**src/rtl/lsu_pkg.sv**
```systemverilog
// Shared definitions for the load/store memory controller:
// funct3 width codes, completion error codes and FSM states.
package lsu_pkg;

    localparam logic [2:0] F3_B  = 3'd0;
    localparam logic [2:0] F3_H  = 3'd1;
    localparam logic [2:0] F3_W  = 3'd2;
    localparam logic [2:0] F3_BU = 3'd4;
    localparam logic [2:0] F3_HU = 3'd5;

    localparam logic [1:0] ERR_OK      = 2'd0;
    localparam logic [1:0] ERR_MISAL   = 2'd1;
    localparam logic [1:0] ERR_ILLEGAL = 2'd2;
    localparam logic [1:0] ERR_TIMEOUT = 2'd3;

    typedef enum logic [1:0] {
        IDLE = 2'd0,
        REQ  = 2'd1,
        WAIT = 2'd2,
        DONE = 2'd3
    } state_e;

endpackage

```
**src/rtl/lsu_mem_ctrl_if.sv**
```systemverilog
// Execute-side load/store handshake and data-memory
// req/gnt/rvalid port bundles.
interface lsu_ls_if;
    logic        ls_valid;
    logic        ls_ready;
    logic        ls_store;
    logic [2:0]  ls_funct3;
    logic [31:0] ls_addr;
    logic [31:0] ls_wdata;
    logic        ls_done;
    logic [1:0]  ls_err;
    logic [31:0] ls_rdata;

    modport master (
        output ls_valid, ls_store, ls_funct3, ls_addr, ls_wdata,
        input  ls_ready, ls_done, ls_err, ls_rdata
    );
    modport slave (
        input  ls_valid, ls_store, ls_funct3, ls_addr, ls_wdata,
        output ls_ready, ls_done, ls_err, ls_rdata
    );
endinterface

interface lsu_mem_if;
    logic        mem_req;
    logic        mem_we;
    logic [31:0] mem_addr;
    logic [3:0]  mem_wstrb;
    logic [31:0] mem_wdata;
    logic        mem_gnt;
    logic        mem_rvalid;
    logic [31:0] mem_rdata;

    modport master (
        output mem_req, mem_we, mem_addr, mem_wstrb, mem_wdata,
        input  mem_gnt, mem_rvalid, mem_rdata
    );
    modport slave (
        input  mem_req, mem_we, mem_addr, mem_wstrb, mem_wdata,
        output mem_gnt, mem_rvalid, mem_rdata
    );
endinterface

```
**src/rtl/lsu_align.sv**
```systemverilog
// Byte-lane steering for stores, load extraction/extension,
// and width/alignment legality checks.
module lsu_align
    import lsu_pkg::*;
(
    input  logic        store_i,
    input  logic [2:0]  funct3_i,
    input  logic [1:0]  off_i,
    input  logic [31:0] wdata_i,
    input  logic [31:0] rdata_i,
    output logic [3:0]  wstrb_o,
    output logic [31:0] wdata_o,
    output logic [31:0] ldata_o,
    output logic        misal_o,
    output logic        illegal_o
);
    logic [31:0] shifted;

    assign shifted = rdata_i >> {off_i, 3'b000};

    always_comb begin
        wstrb_o   = 4'b0000;
        wdata_o   = 32'h0;
        ldata_o   = 32'h0;
        misal_o   = 1'b0;
        illegal_o = 1'b0;
        unique case (funct3_i)
            F3_B: begin
                wstrb_o = 4'b0001 << off_i;
                wdata_o = {4{wdata_i[7:0]}};
                ldata_o = {{24{shifted[7]}}, shifted[7:0]};
            end
            F3_H: begin
                wstrb_o = 4'b0011 << off_i;
                wdata_o = {2{wdata_i[15:0]}};
                ldata_o = {{16{shifted[15]}}, shifted[15:0]};
                misal_o = off_i[0];
            end
            F3_W: begin
                wstrb_o = 4'b1111;
                wdata_o = wdata_i;
                ldata_o = rdata_i;
                misal_o = |off_i;
            end
            // Unsigned widths exist only for loads
            F3_BU: begin
                ldata_o   = {24'h0, shifted[7:0]};
                illegal_o = store_i;
            end
            F3_HU: begin
                ldata_o   = {16'h0, shifted[15:0]};
                misal_o   = off_i[0];
                illegal_o = store_i;
            end
            default: illegal_o = 1'b1;
        endcase
    end

endmodule

```
**src/rtl/lsu_mem_ctrl.sv**
```systemverilog
// One data-memory access per load/store: alignment check,
// req/gnt/rvalid sequencing with timeout, registered result.
module lsu_mem_ctrl
    import lsu_pkg::*;
#(
    parameter int unsigned MEM_TIMEOUT = 16
) (
    input  logic      clk,
    input  logic      rst_n,
    lsu_ls_if.slave   ls,
    lsu_mem_if.master mem
);
    state_e      state_q;
    logic        store_q;
    logic [2:0]  funct3_q;
    logic [1:0]  off_q;
    logic [7:0]  cnt_q;
    logic        done_q;
    logic [1:0]  err_q;
    logic [31:0] rdata_q;
    logic        req_q;
    logic        we_q;
    logic [31:0] addr_q;
    logic [3:0]  wstrb_q;
    logic [31:0] wdata_q;

    logic        idle;
    logic        tmo;
    logic        al_store;
    logic [2:0]  al_f3;
    logic [1:0]  al_off;
    logic [3:0]  al_wstrb;
    logic [31:0] al_wdata;
    logic [31:0] al_ldata;
    logic        al_misal;
    logic        al_illegal;

    assign idle = (state_q == IDLE);
    assign tmo  = (cnt_q == 8'(MEM_TIMEOUT - 1));

    // Checks use live inputs at accept; extraction uses the captured access
    assign al_store = idle ? ls.ls_store : store_q;
    assign al_f3    = idle ? ls.ls_funct3 : funct3_q;
    assign al_off   = idle ? ls.ls_addr[1:0] : off_q;

    lsu_align u_align (
        .store_i   (al_store),
        .funct3_i  (al_f3),
        .off_i     (al_off),
        .wdata_i   (ls.ls_wdata),
        .rdata_i   (mem.mem_rdata),
        .wstrb_o   (al_wstrb),
        .wdata_o   (al_wdata),
        .ldata_o   (al_ldata),
        .misal_o   (al_misal),
        .illegal_o (al_illegal)
    );

    always_ff @(posedge clk) begin
        if (!rst_n) begin
            state_q  <= IDLE;
            store_q  <= 1'b0;
            funct3_q <= 3'd0;
            off_q    <= 2'd0;
            cnt_q    <= 8'd0;
            done_q   <= 1'b0;
            err_q    <= ERR_OK;
            rdata_q  <= 32'h0;
            req_q    <= 1'b0;
            we_q     <= 1'b0;
            addr_q   <= 32'h0;
            wstrb_q  <= 4'h0;
            wdata_q  <= 32'h0;
        end else begin
            done_q <= 1'b0;
            unique case (state_q)
                IDLE: begin
                    if (ls.ls_valid) begin
                        store_q  <= ls.ls_store;
                        funct3_q <= ls.ls_funct3;
                        off_q    <= ls.ls_addr[1:0];
                        addr_q   <= {ls.ls_addr[31:2], 2'b00};
                        we_q     <= ls.ls_store;
                        wstrb_q  <= al_wstrb;
                        wdata_q  <= al_wdata;
                        cnt_q    <= 8'd0;
                        if (al_illegal || al_misal) begin
                            state_q <= DONE;
                            done_q  <= 1'b1;
                            err_q   <= al_illegal ? ERR_ILLEGAL : ERR_MISAL;
                            rdata_q <= 32'h0;
                        end else begin
                            state_q <= REQ;
                            req_q   <= 1'b1;
                        end
                    end
                end
                REQ: begin
                    cnt_q <= cnt_q + 8'd1;
                    if (mem.mem_gnt) begin
                        req_q <= 1'b0;
                        if (store_q || mem.mem_rvalid) begin
                            state_q <= DONE;
                            done_q  <= 1'b1;
                            err_q   <= ERR_OK;
                            rdata_q <= store_q ? 32'h0 : al_ldata;
                        end else begin
                            state_q <= WAIT;
                        end
                    end else if (tmo) begin
                        req_q   <= 1'b0;
                        state_q <= DONE;
                        done_q  <= 1'b1;
                        err_q   <= ERR_TIMEOUT;
                        rdata_q <= 32'h0;
                    end
                end
                WAIT: begin
                    cnt_q <= cnt_q + 8'd1;
                    if (mem.mem_rvalid) begin
                        state_q <= DONE;
                        done_q  <= 1'b1;
                        err_q   <= ERR_OK;
                        rdata_q <= al_ldata;
                    end else if (tmo) begin
                        state_q <= DONE;
                        done_q  <= 1'b1;
                        err_q   <= ERR_TIMEOUT;
                        rdata_q <= 32'h0;
                    end
                end
                DONE: state_q <= IDLE;
            endcase
        end
    end

    assign ls.ls_ready  = idle;
    assign ls.ls_done   = done_q;
    assign ls.ls_err    = err_q;
    assign ls.ls_rdata  = rdata_q;
    assign mem.mem_req   = req_q;
    assign mem.mem_we    = we_q;
    assign mem.mem_addr  = addr_q;
    assign mem.mem_wstrb = wstrb_q;
    assign mem.mem_wdata = wdata_q;

endmodule

```
**src/flat_wrapper.sv**
```systemverilog
// flat-port wrapper written by rule: the top's interface ports become plain ports
module lsu_mem_ctrl_flat import lsu_pkg::*;
#(
    parameter int unsigned MEM_TIMEOUT = 16
)
  (clk, rst_n, ls_ls_valid, ls_ls_store, ls_ls_funct3, ls_ls_addr, ls_ls_wdata, ls_ls_ready, ls_ls_done, ls_ls_err, ls_ls_rdata, mem_mem_req, mem_mem_we, mem_mem_addr, mem_mem_wstrb, mem_mem_wdata, mem_mem_gnt, mem_mem_rvalid, mem_mem_rdata);
  lsu_ls_if ls_i ();
  lsu_mem_if mem_i ();
  input  logic clk;
  input  logic rst_n;
  input wire logic [$bits(ls_i.ls_valid)-1:0] ls_ls_valid;
  input wire logic [$bits(ls_i.ls_store)-1:0] ls_ls_store;
  input wire logic [$bits(ls_i.ls_funct3)-1:0] ls_ls_funct3;
  input wire logic [$bits(ls_i.ls_addr)-1:0] ls_ls_addr;
  input wire logic [$bits(ls_i.ls_wdata)-1:0] ls_ls_wdata;
  output wire logic [$bits(ls_i.ls_ready)-1:0] ls_ls_ready;
  output wire logic [$bits(ls_i.ls_done)-1:0] ls_ls_done;
  output wire logic [$bits(ls_i.ls_err)-1:0] ls_ls_err;
  output wire logic [$bits(ls_i.ls_rdata)-1:0] ls_ls_rdata;
  output wire logic [$bits(mem_i.mem_req)-1:0] mem_mem_req;
  output wire logic [$bits(mem_i.mem_we)-1:0] mem_mem_we;
  output wire logic [$bits(mem_i.mem_addr)-1:0] mem_mem_addr;
  output wire logic [$bits(mem_i.mem_wstrb)-1:0] mem_mem_wstrb;
  output wire logic [$bits(mem_i.mem_wdata)-1:0] mem_mem_wdata;
  input wire logic [$bits(mem_i.mem_gnt)-1:0] mem_mem_gnt;
  input wire logic [$bits(mem_i.mem_rvalid)-1:0] mem_mem_rvalid;
  input wire logic [$bits(mem_i.mem_rdata)-1:0] mem_mem_rdata;
  assign ls_i.ls_valid = ls_ls_valid;
  assign ls_i.ls_store = ls_ls_store;
  assign ls_i.ls_funct3 = ls_ls_funct3;
  assign ls_i.ls_addr = ls_ls_addr;
  assign ls_i.ls_wdata = ls_ls_wdata;
  assign ls_ls_ready = ls_i.ls_ready;
  assign ls_ls_done = ls_i.ls_done;
  assign ls_ls_err = ls_i.ls_err;
  assign ls_ls_rdata = ls_i.ls_rdata;
  assign mem_mem_req = mem_i.mem_req;
  assign mem_mem_we = mem_i.mem_we;
  assign mem_mem_addr = mem_i.mem_addr;
  assign mem_mem_wstrb = mem_i.mem_wstrb;
  assign mem_mem_wdata = mem_i.mem_wdata;
  assign mem_i.mem_gnt = mem_mem_gnt;
  assign mem_i.mem_rvalid = mem_mem_rvalid;
  assign mem_i.mem_rdata = mem_mem_rdata;
  lsu_mem_ctrl #(.MEM_TIMEOUT(MEM_TIMEOUT)) u_core (.clk(clk), .rst_n(rst_n), .ls(ls_i), .mem(mem_i));
endmodule
```
**config.mk**
```make
export PLATFORM = sky130hd
export DESIGN_NAME = lsu_mem_ctrl_flat
export DESIGN_NICKNAME = d
export VERILOG_FILES = /design/src/rtl/lsu_pkg.sv /design/src/rtl/lsu_mem_ctrl_if.sv /design/src/rtl/lsu_align.sv /design/src/rtl/lsu_mem_ctrl.sv /design/src/flat_wrapper.sv
export SDC_FILE = /design/constraint.sdc
export NUM_CORES = 1
export LEC_CHECK = 0
export CORE_ASPECT_RATIO = 1.25
export CORE_MARGIN = 2
export CORE_UTILIZATION = 35
export DETAILED_ROUTE_END_ITERATION = 7
export PLACE_DENSITY_LB_ADDON = 0.1
export SETUP_SLACK_MARGIN = 0.15
export SLEW_MARGIN = 10
export SYNTH_ARGS = -nofsm -noshare
export SYNTH_HDL_FRONTEND = slang
export SYNTH_SLANG_ARGS = --single-unit
```
**constraint.sdc**
```tcl
create_clock -name clk -period 2.1 [get_ports clk]
set_input_delay 0.525 -clock clk [delete_from_list [all_inputs] [get_ports clk]]
set_output_delay 0.525 -clock clk [all_outputs]
set_load 0.03 [all_outputs]
```
== Yosys cells after proc, flatten, opt, wreduce, memory -nomap -nowiden ==
Cells that the tools add are included.

* Register bits: 118
* Input bits: 105
* Output and inout port bits: 106
* Word-level logic and storage cells: 90

* Add/subtract/negate cells: 1
* Eq/ne operators: 13
* Shift-type cells: 3
* Multiplexer cells: 45
* Reduce and logical (&&, ||, !) cells: 16

{| class="wikitable"
|+ Operators with widths
! operator !! number
|-
| $mux 32 || 7
|-
| $pmux 32 s3 || 2
|-
| $pmux 32 s5 || 1
|-
| $shr 32x5->16 || 1
|-
| $mux 2 || 13
|-
| $pmux 8 s2 || 1
|-
| $mux 1 || 12
|-
| $pmux 4 s3 || 1
|-
| $add 8x1->8 const B || 1
|-
| $eq 8x4->1 const B || 1
|-
| $mux 8 || 1
|-
| $pmux 2 s4 || 1
|-
| $reduce_and 4->1 || 2
|-
| $reduce_or 2->1 || 4
|-
| $eq 3x3->1 const B || 2
|-
| $ne 2x2->1 const B || 3
|-
| $ne 3x2->1 const B || 2
|-
| $pmux 1 s2 || 3
|-
| $pmux 2 s3 || 1
|-
| $eq 2x2->1 const B || 2
|-
| $reduce_and 2->1 || 2
|-
| $reduce_bool 2->1 || 2
|-
| $shl 1x2->4 const A || 1
|-
| $shl 2x2->4 const A || 1
|-
| 10 further kinds || 11
|}

== Logic depth before layout (Yosys ltp) ==
* Depth in word-level cells: 9
* Depth in mapped cells: 11
* Depth with buffers taken out: 7

== Hierarchy ==
Synthesis repeated with hierarchy kept, for this count alone.

* Cells, all modules: 725
* Area, all modules: 6078.3 µm²

{| class="wikitable"
|+ Modules (own cells, without submodules)
! module !! times used !! cells an instance !! area each (µm²) !! sequential area each (µm²)
|-
| lsu_mem_ctrl || 1 || 502 || 4699.5 || 2362.3
|-
| lsu_align || 1 || 223 || 1378.8 || 0.0
|}

== Worst setup path after synthesis ==
Ideal clock, no wire load.

* Kind: register -> register
* From: register u_core.state_q[0]
* To: register u_core.rdata_q[22] (netlist: u_core.ls.ls_rdata[22])
* Setup time: 117 ps
* Data arrival time: 2164 ps
* Data required time: 1983 ps
* Setup slack: -181 ps
* Stages on the path, launching flop included: 10
* Buffers on the path: 2
* Cell sequence: dfxtp_1 -> inv_1 -> ha_1 -> buf_6 -> mux2_4 -> and2_4 -> o221ai_4 -> buf_4 -> o211ai_2 -> a22o_1

* Cells in the longest elaborated chain, start to end: 8

{| class="wikitable"
|+ Ends and longest elaborated chain
! what !! RTL line !! text
|-
| from (decl) || lsu_mem_ctrl.sv:13 || <nowiki>state_e state_q;</nowiki>
|-
| from (signal assigned) || lsu_mem_ctrl.sv:61 || <nowiki>state_q <= IDLE;</nowiki>
|-
| from (signal assigned) || lsu_mem_ctrl.sv:88 || <nowiki>state_q <= DONE;</nowiki>
|-
| from (signal assigned) || lsu_mem_ctrl.sv:93 || <nowiki>state_q <= REQ;</nowiki>
|-
| $logic_not 2->1 * || lsu_mem_ctrl.sv:38 || <nowiki>assign idle = (state_q == IDLE);</nowiki>
|-
| via ls_ls_ready || flat_wrapper.sv:16 || <nowiki>output wire logic [$bits(ls_i.ls_ready)-1:0] ls_ls_ready;</nowiki>
|-
| $mux 2 / $mux 3 (equally long branches) || lsu_mem_ctrl.sv:44, lsu_mem_ctrl.sv:43 ||
|-
| $shr 32x5->16, or another cell as far along || lsu_align.sv:19 || <nowiki>assign shifted = rdata_i >> {off_i, 3'b000};</nowiki>
|-
| $pmux 32 s5, or another cell as far along || lsu_align.sv:27 || <nowiki>unique case (funct3_i)</nowiki>
|-
| $mux 32 / $pmux 1 s2 (equally long branches) || lsu_mem_ctrl.sv:106, lsu_align.sv:27 ||
|-
| $mux 32 / $logic_or 1x1->1 (equally long branches) || lsu_mem_ctrl.sv:102, lsu_mem_ctrl.sv:87 ||
|-
| $mux 32 / $ne 2x2->1 (equally long branches) || n/a ||
|-
| $pmux 32 s3 / $reduce_and 4->1 (equally long branches) || n/a ||
|-
| to (signal assigned) || lsu_mem_ctrl.sv:106 || <nowiki>rdata_q <= store_q ? 32'h0 : al_ldata;</nowiki>
|-
| to (signal assigned) || lsu_mem_ctrl.sv:124 || <nowiki>rdata_q <= al_ldata;</nowiki>
|-
| to (decl) || lsu_mem_ctrl.sv:20 || <nowiki>logic [31:0] rdata_q;</nowiki>
|}

The timed path passes the listed nets; every way through them passes the cells marked *. The select of a mux whose other input is x is not followed.
A chain may end at the register's enable or synchronous reset.

== Final worst setup path ==
* From: register u_core.state_q[1]
* To: register u_core.rdata_q[19] (netlist: u_core.ls.ls_rdata[19])

* Cells in the longest elaborated chain, start to end: 8

{| class="wikitable"
|+ Ends and longest elaborated chain
! what !! RTL line
|-
| $logic_not 2->1 || lsu_mem_ctrl.sv:38, lsu_mem_ctrl.sv:76
|-
| $mux 2 / $mux 3 (equally long branches) || lsu_mem_ctrl.sv:44, lsu_mem_ctrl.sv:43
|-
| $shr 32x5->16, or another cell as far along || lsu_align.sv:19
|-
| $pmux 32 s5, or another cell as far along || lsu_align.sv:27
|-
| $mux 32 / $pmux 1 s2 (equally long branches) || lsu_mem_ctrl.sv:106, lsu_align.sv:27
|-
| $mux 32 / $logic_or 1x1->1 (equally long branches) || lsu_mem_ctrl.sv:102, lsu_mem_ctrl.sv:87
|-
| $mux 32 / $ne 2x2->1 (equally long branches) || n/a
|-
| $pmux 32 s3 / $reduce_and 4->1 (equally long branches) || n/a
|}

Parallel ways exist; a longest one is shown, timed or not. The select of a mux whose other input is x is not followed.

==> results.json <==
{
  "status": "finished with violations",
  "violations": "negative setup slack",
  "ys.flop_type": "dfxtp_1",
  "timing.final.crit_period_ns": 2.150,
  "first_iter_violations": 541,
  "synthArstFlopShare_pct": 0,
  "drv_cap": 0,
  "final_max_slew_viol_count": 0,
  "start_kind": "flop",
  "cts_tree": "yes",
  "hold-path-cell-count": 2,
  "p_clk_share_pct": 21.0,
  "synth_mux_area_share_pct": 3.035,
  "worst-slew-pin-transition_ns": 0.7321,
  "clk-insertion-delay-late_ns": 0.42,
  "min_to": "u_core.mem.mem_wdata[8]",
  "io_pins": 211,
  "r2r_start": "u_core.state_q[1]",
  "syn_inst": 687,
  "power.density_mw_per_mm2": 1312,
  "drive_gt1_share_pct": 27.10,
  "holdCritStartpoint": "u_core.mem.mem_wdata[8]",
  "hold_violations": 0,
  "clk_pin_slew_ns": 0.06,
  "synth_area_per_cell_um2": 8.942,
  "critPathMaxFanout": 7,
  "die_y_um": 152.1,
  "ctsRootBufferMaster": "clkbuf_16",
  "routedWlPerCell_um": 17.90,
  "power.share.sequential_pct": 21.1,
  "worst-setup-path-type": "reg2reg",
  "crit_top_cell": "buf_6",
  "synth_adder_area_share_pct": 1.018,
  "yosys_register_bits": 118,
  "die_x_um": 122.5,
  "initial_core_util_pct": 35.52,
  "seq_area_mm2": 0.002365,
  "finClkSkew_ns": 0.008969,
  "grt_max_degree": 81,
  "diodes": 0,
  "clock.fmax_ghz": 0.4651,
  "crit_path_top_delay_cell": "dfxtp_2",
  "place_congestion": 0.8606,
  "synth_top_family_by_area": "compound AO/OA/AOI/OAI gates",
  "yosysMostFrequentCell": "dfxtp_1",
  "nets": 1072,
  "p_switching_w": 0.005451,
  "swShare_pct": 40.65,
  "synthTopCellsByCount": "dfxtp_1, nand2_1, a21boi_0",
  "synth-xor-area-share_pct": 1.263,
  "dp_hpwl_um": 14900,
  "cts-htree-levels": 4,
  "synth-simple-area-share_pct": 18.55,
  "vias_per_cell": 5.240,
  "crit_arrival_ns": 2.51,
  "ys_warn_count": 0,
  "ir_drop_mv": 0.5956,
  "portBuffers": 208,
  "fin_hold_ws_ns": 0.4540,
  "syn_area_mm2": 0.006143,
  "path_cells": "inv_4, ha_4, buf_6, nor3b_4, o22ai_2, a31oi_4, buf_6, buf_6, buf_12, nor3b_4, buf_6, a22o_1",
  "synth_area_leaders": "dfxtp_1, nand2_1, a21boi_0",
  "timing.critical_path.from": "u_core.state_q[1]",
  "grt_pass1_wl_um": 33060,
  "grt_usage_pct": 22.69,
  "multi_input_area_mm2": 0.003890,
  "synth-compound-area-share_pct": 30.51,
  "cts_buffer_depth": 2,
  "drc": 0,
  "gr-total-overflow": 0,
  "cts_sinks": 118,
  "synth_cell_type_count": 82,
  "fillers": 1594,
  "syn_to_final_growth_pct": 66.31,
  "slowest_delay_ns": 0.35,
  "hp-class": "reg2reg",
  "r2r_setup_slack_ns": -0.05,
  "cp.required_ns": 2.46,
  "intPower_w": 0.007959,
  "rsz0062_at_grt": "yes",
  "grt_pass1_vias": 6299,
  "p_comb_share_pct": 57.9,
  "p_leak_nw": 4.391,
  "reg2reg_depth": 12,
  "antenna_left": 0,
  "setup_violations": 19,
  "setup_ws_ns": -0.05010,
  "reg2reg_to": "u_core.ls.ls_rdata[19]",
  "antenna_found_initial": 0,
  "row_count": 54,
  "vias": 6278,
  "holdBufCountCts": 0,
  "synth_top_area_share_pct": 38.45,
  "crit_path_end_kind": "flop",
  "firstDrtPassIters": 5,
  "place_ws_ns": -0.6769,
  "cts_buffers": 17,
  "synth_top_area_cell": "dfxtp_1",
  "dieArea_mm2": 0.01864,
  "slew_headroom_pct": 51.19,
  "ys_seq_area_share_pct": 38.45,
  "post-route-period-util_pct": 102.4,
  "core-area_mm2": 0.01730,
  "synth_edf_count": 0,
  "wl_um": 21450
}
## power by group through the flow
stage,registers (W),logic [W],clock network [W]
floorplan,0.00347,0.00359,0
global placement,0.00285,0.00635,0
detailed placement,0.00287,0.00642,0
CTS,0.00282,0.00709,0.00287
global route,0.00288,0.00828,0.00298
finish,0.00283,0.00776,0.00281
## cell families (layout without fill, tap and decap cells)
| family | count (synthesis) | count (layout) |
|---|---|---|
| DFF | 118 | 118 |
| buffers and inverters | 82 | 367 |
| AOI/OAI and AO/OA | 234 | 234 |
| and+or+nand+nor | 224 | 225 |
| adders and majority gates | 5 | 5 |
| other | 1 | 2 |
| xor gates and xnor gates | 8 | 8 |
| muxes | 15 | 15 |
## metrics by stage
stage	util, %	area, um2	total power, W	std cells	setup TNS (ns)
2_1_floorplan	-	6335	0.007056	688	0
3_3_place_gp	51.79	8959	0.009203	1138	-27.38
3_5_place_dp	51.79	8959	0.009288	1138	-32.27
4_1_cts	56.81	9826	0.01278	1189	-0.04855
5_1_grt	59.07	10220	0.01413	1198	-3.217
6_report	59.07	10220	0.01341	1198	-0.6124
## final cells by class
type                       count  share of cell area [%]
inverter                      27                   1.016
timing repair buffer         309                   29.41
clock inverter                12                   1.176
tap                          224                   2.743
sequential                   118                   23.14
multi-input combinational    489                   38.07
clock buffer                  19                   4.433
## layer usage
| metal | track usage [%] | vias up | wire [um] |
|---|---|---|---|
| li1 | - | 3034 | - |
| met1 | 25.08 | 2990 | 8180 |
| met2 | 39.44 | 215 | 11130 |
| met3 | 7.057 | 39 | 1590 |
| met4 | 9.797 | 0 | 545 |
| met5 | 0 | - | 0 |
## repair_timing
item / in CTS / in global routing
cloned: 3 / 4
gates resized for setup: 155 / 58
setup endpoints to repair: 169 / 79
pin swaps: 20 / 35
buffers inserted: 17 / 5
## sequential cells by signal (all words and copies together) (netlist names), 2 cells and up
signal                cells
u_core.off_q              2
u_core.cnt_q              8
u_core.mem.mem_wstrb      4
u_core.ls.ls_rdata       32
u_core.state_q            2
u_core.funct3_q           3
u_core.mem.mem_addr      30
u_core.ls.ls_err          2
u_core.mem.mem_wdata     32
## worst max-delay path: cells and delay by family, from the launching register on
| kind | cells | cell delay [ns] |
|---|---|---|
| compound gates | 3 | 0.47 |
| flops | 1 | 0.35 |
| fa+ha+maj | 1 | 0.18 |
| simple gates | 2 | 0.36 |
| buf+inv | 6 | 0.71 |
## how the worst max path moves through the flow
| stage | slack (ns) | cells after the start | endpoint |
|---|---|---|---|
| after floorplan | 0.07 | 9 | u_core.ls.ls_rdata[13] |
| after global placement | -0.59 | 6 | u_core.ls.ls_rdata[26] |
| after detailed placement | -0.68 | 6 | u_core.ls.ls_rdata[22] |
| after CTS | -0.01 | 12 | u_core.ls.ls_rdata[29] |
| after global routing | -0.13 | 12 | u_core.ls.ls_rdata[20] |
| final | -0.05 | 12 | u_core.ls.ls_rdata[19] |
## layout by cell type (no fill, tap or decap), types with 14 or more instances in the layout
| cell type | instances |
|---|---|
| clkbuf_16 | 20 |
| o21ai_0 | 24 |
| dlygate4sd2_1 | 103 |
| nor2b_1 | 27 |
| a21boi_0 | 36 |
| buf_6 | 17 |
| inv_1 | 25 |
| clkdlybuf4s50_1 | 103 |
| a22oi_2 | 23 |
| nor2_1 | 19 |
| buf_4 | 68 |
| dfxtp_1 | 116 |
| a221oi_2 | 14 |
| a22o_1 | 30 |
| nand2_1 | 114 |
Power figures use the tool's default switching activity.
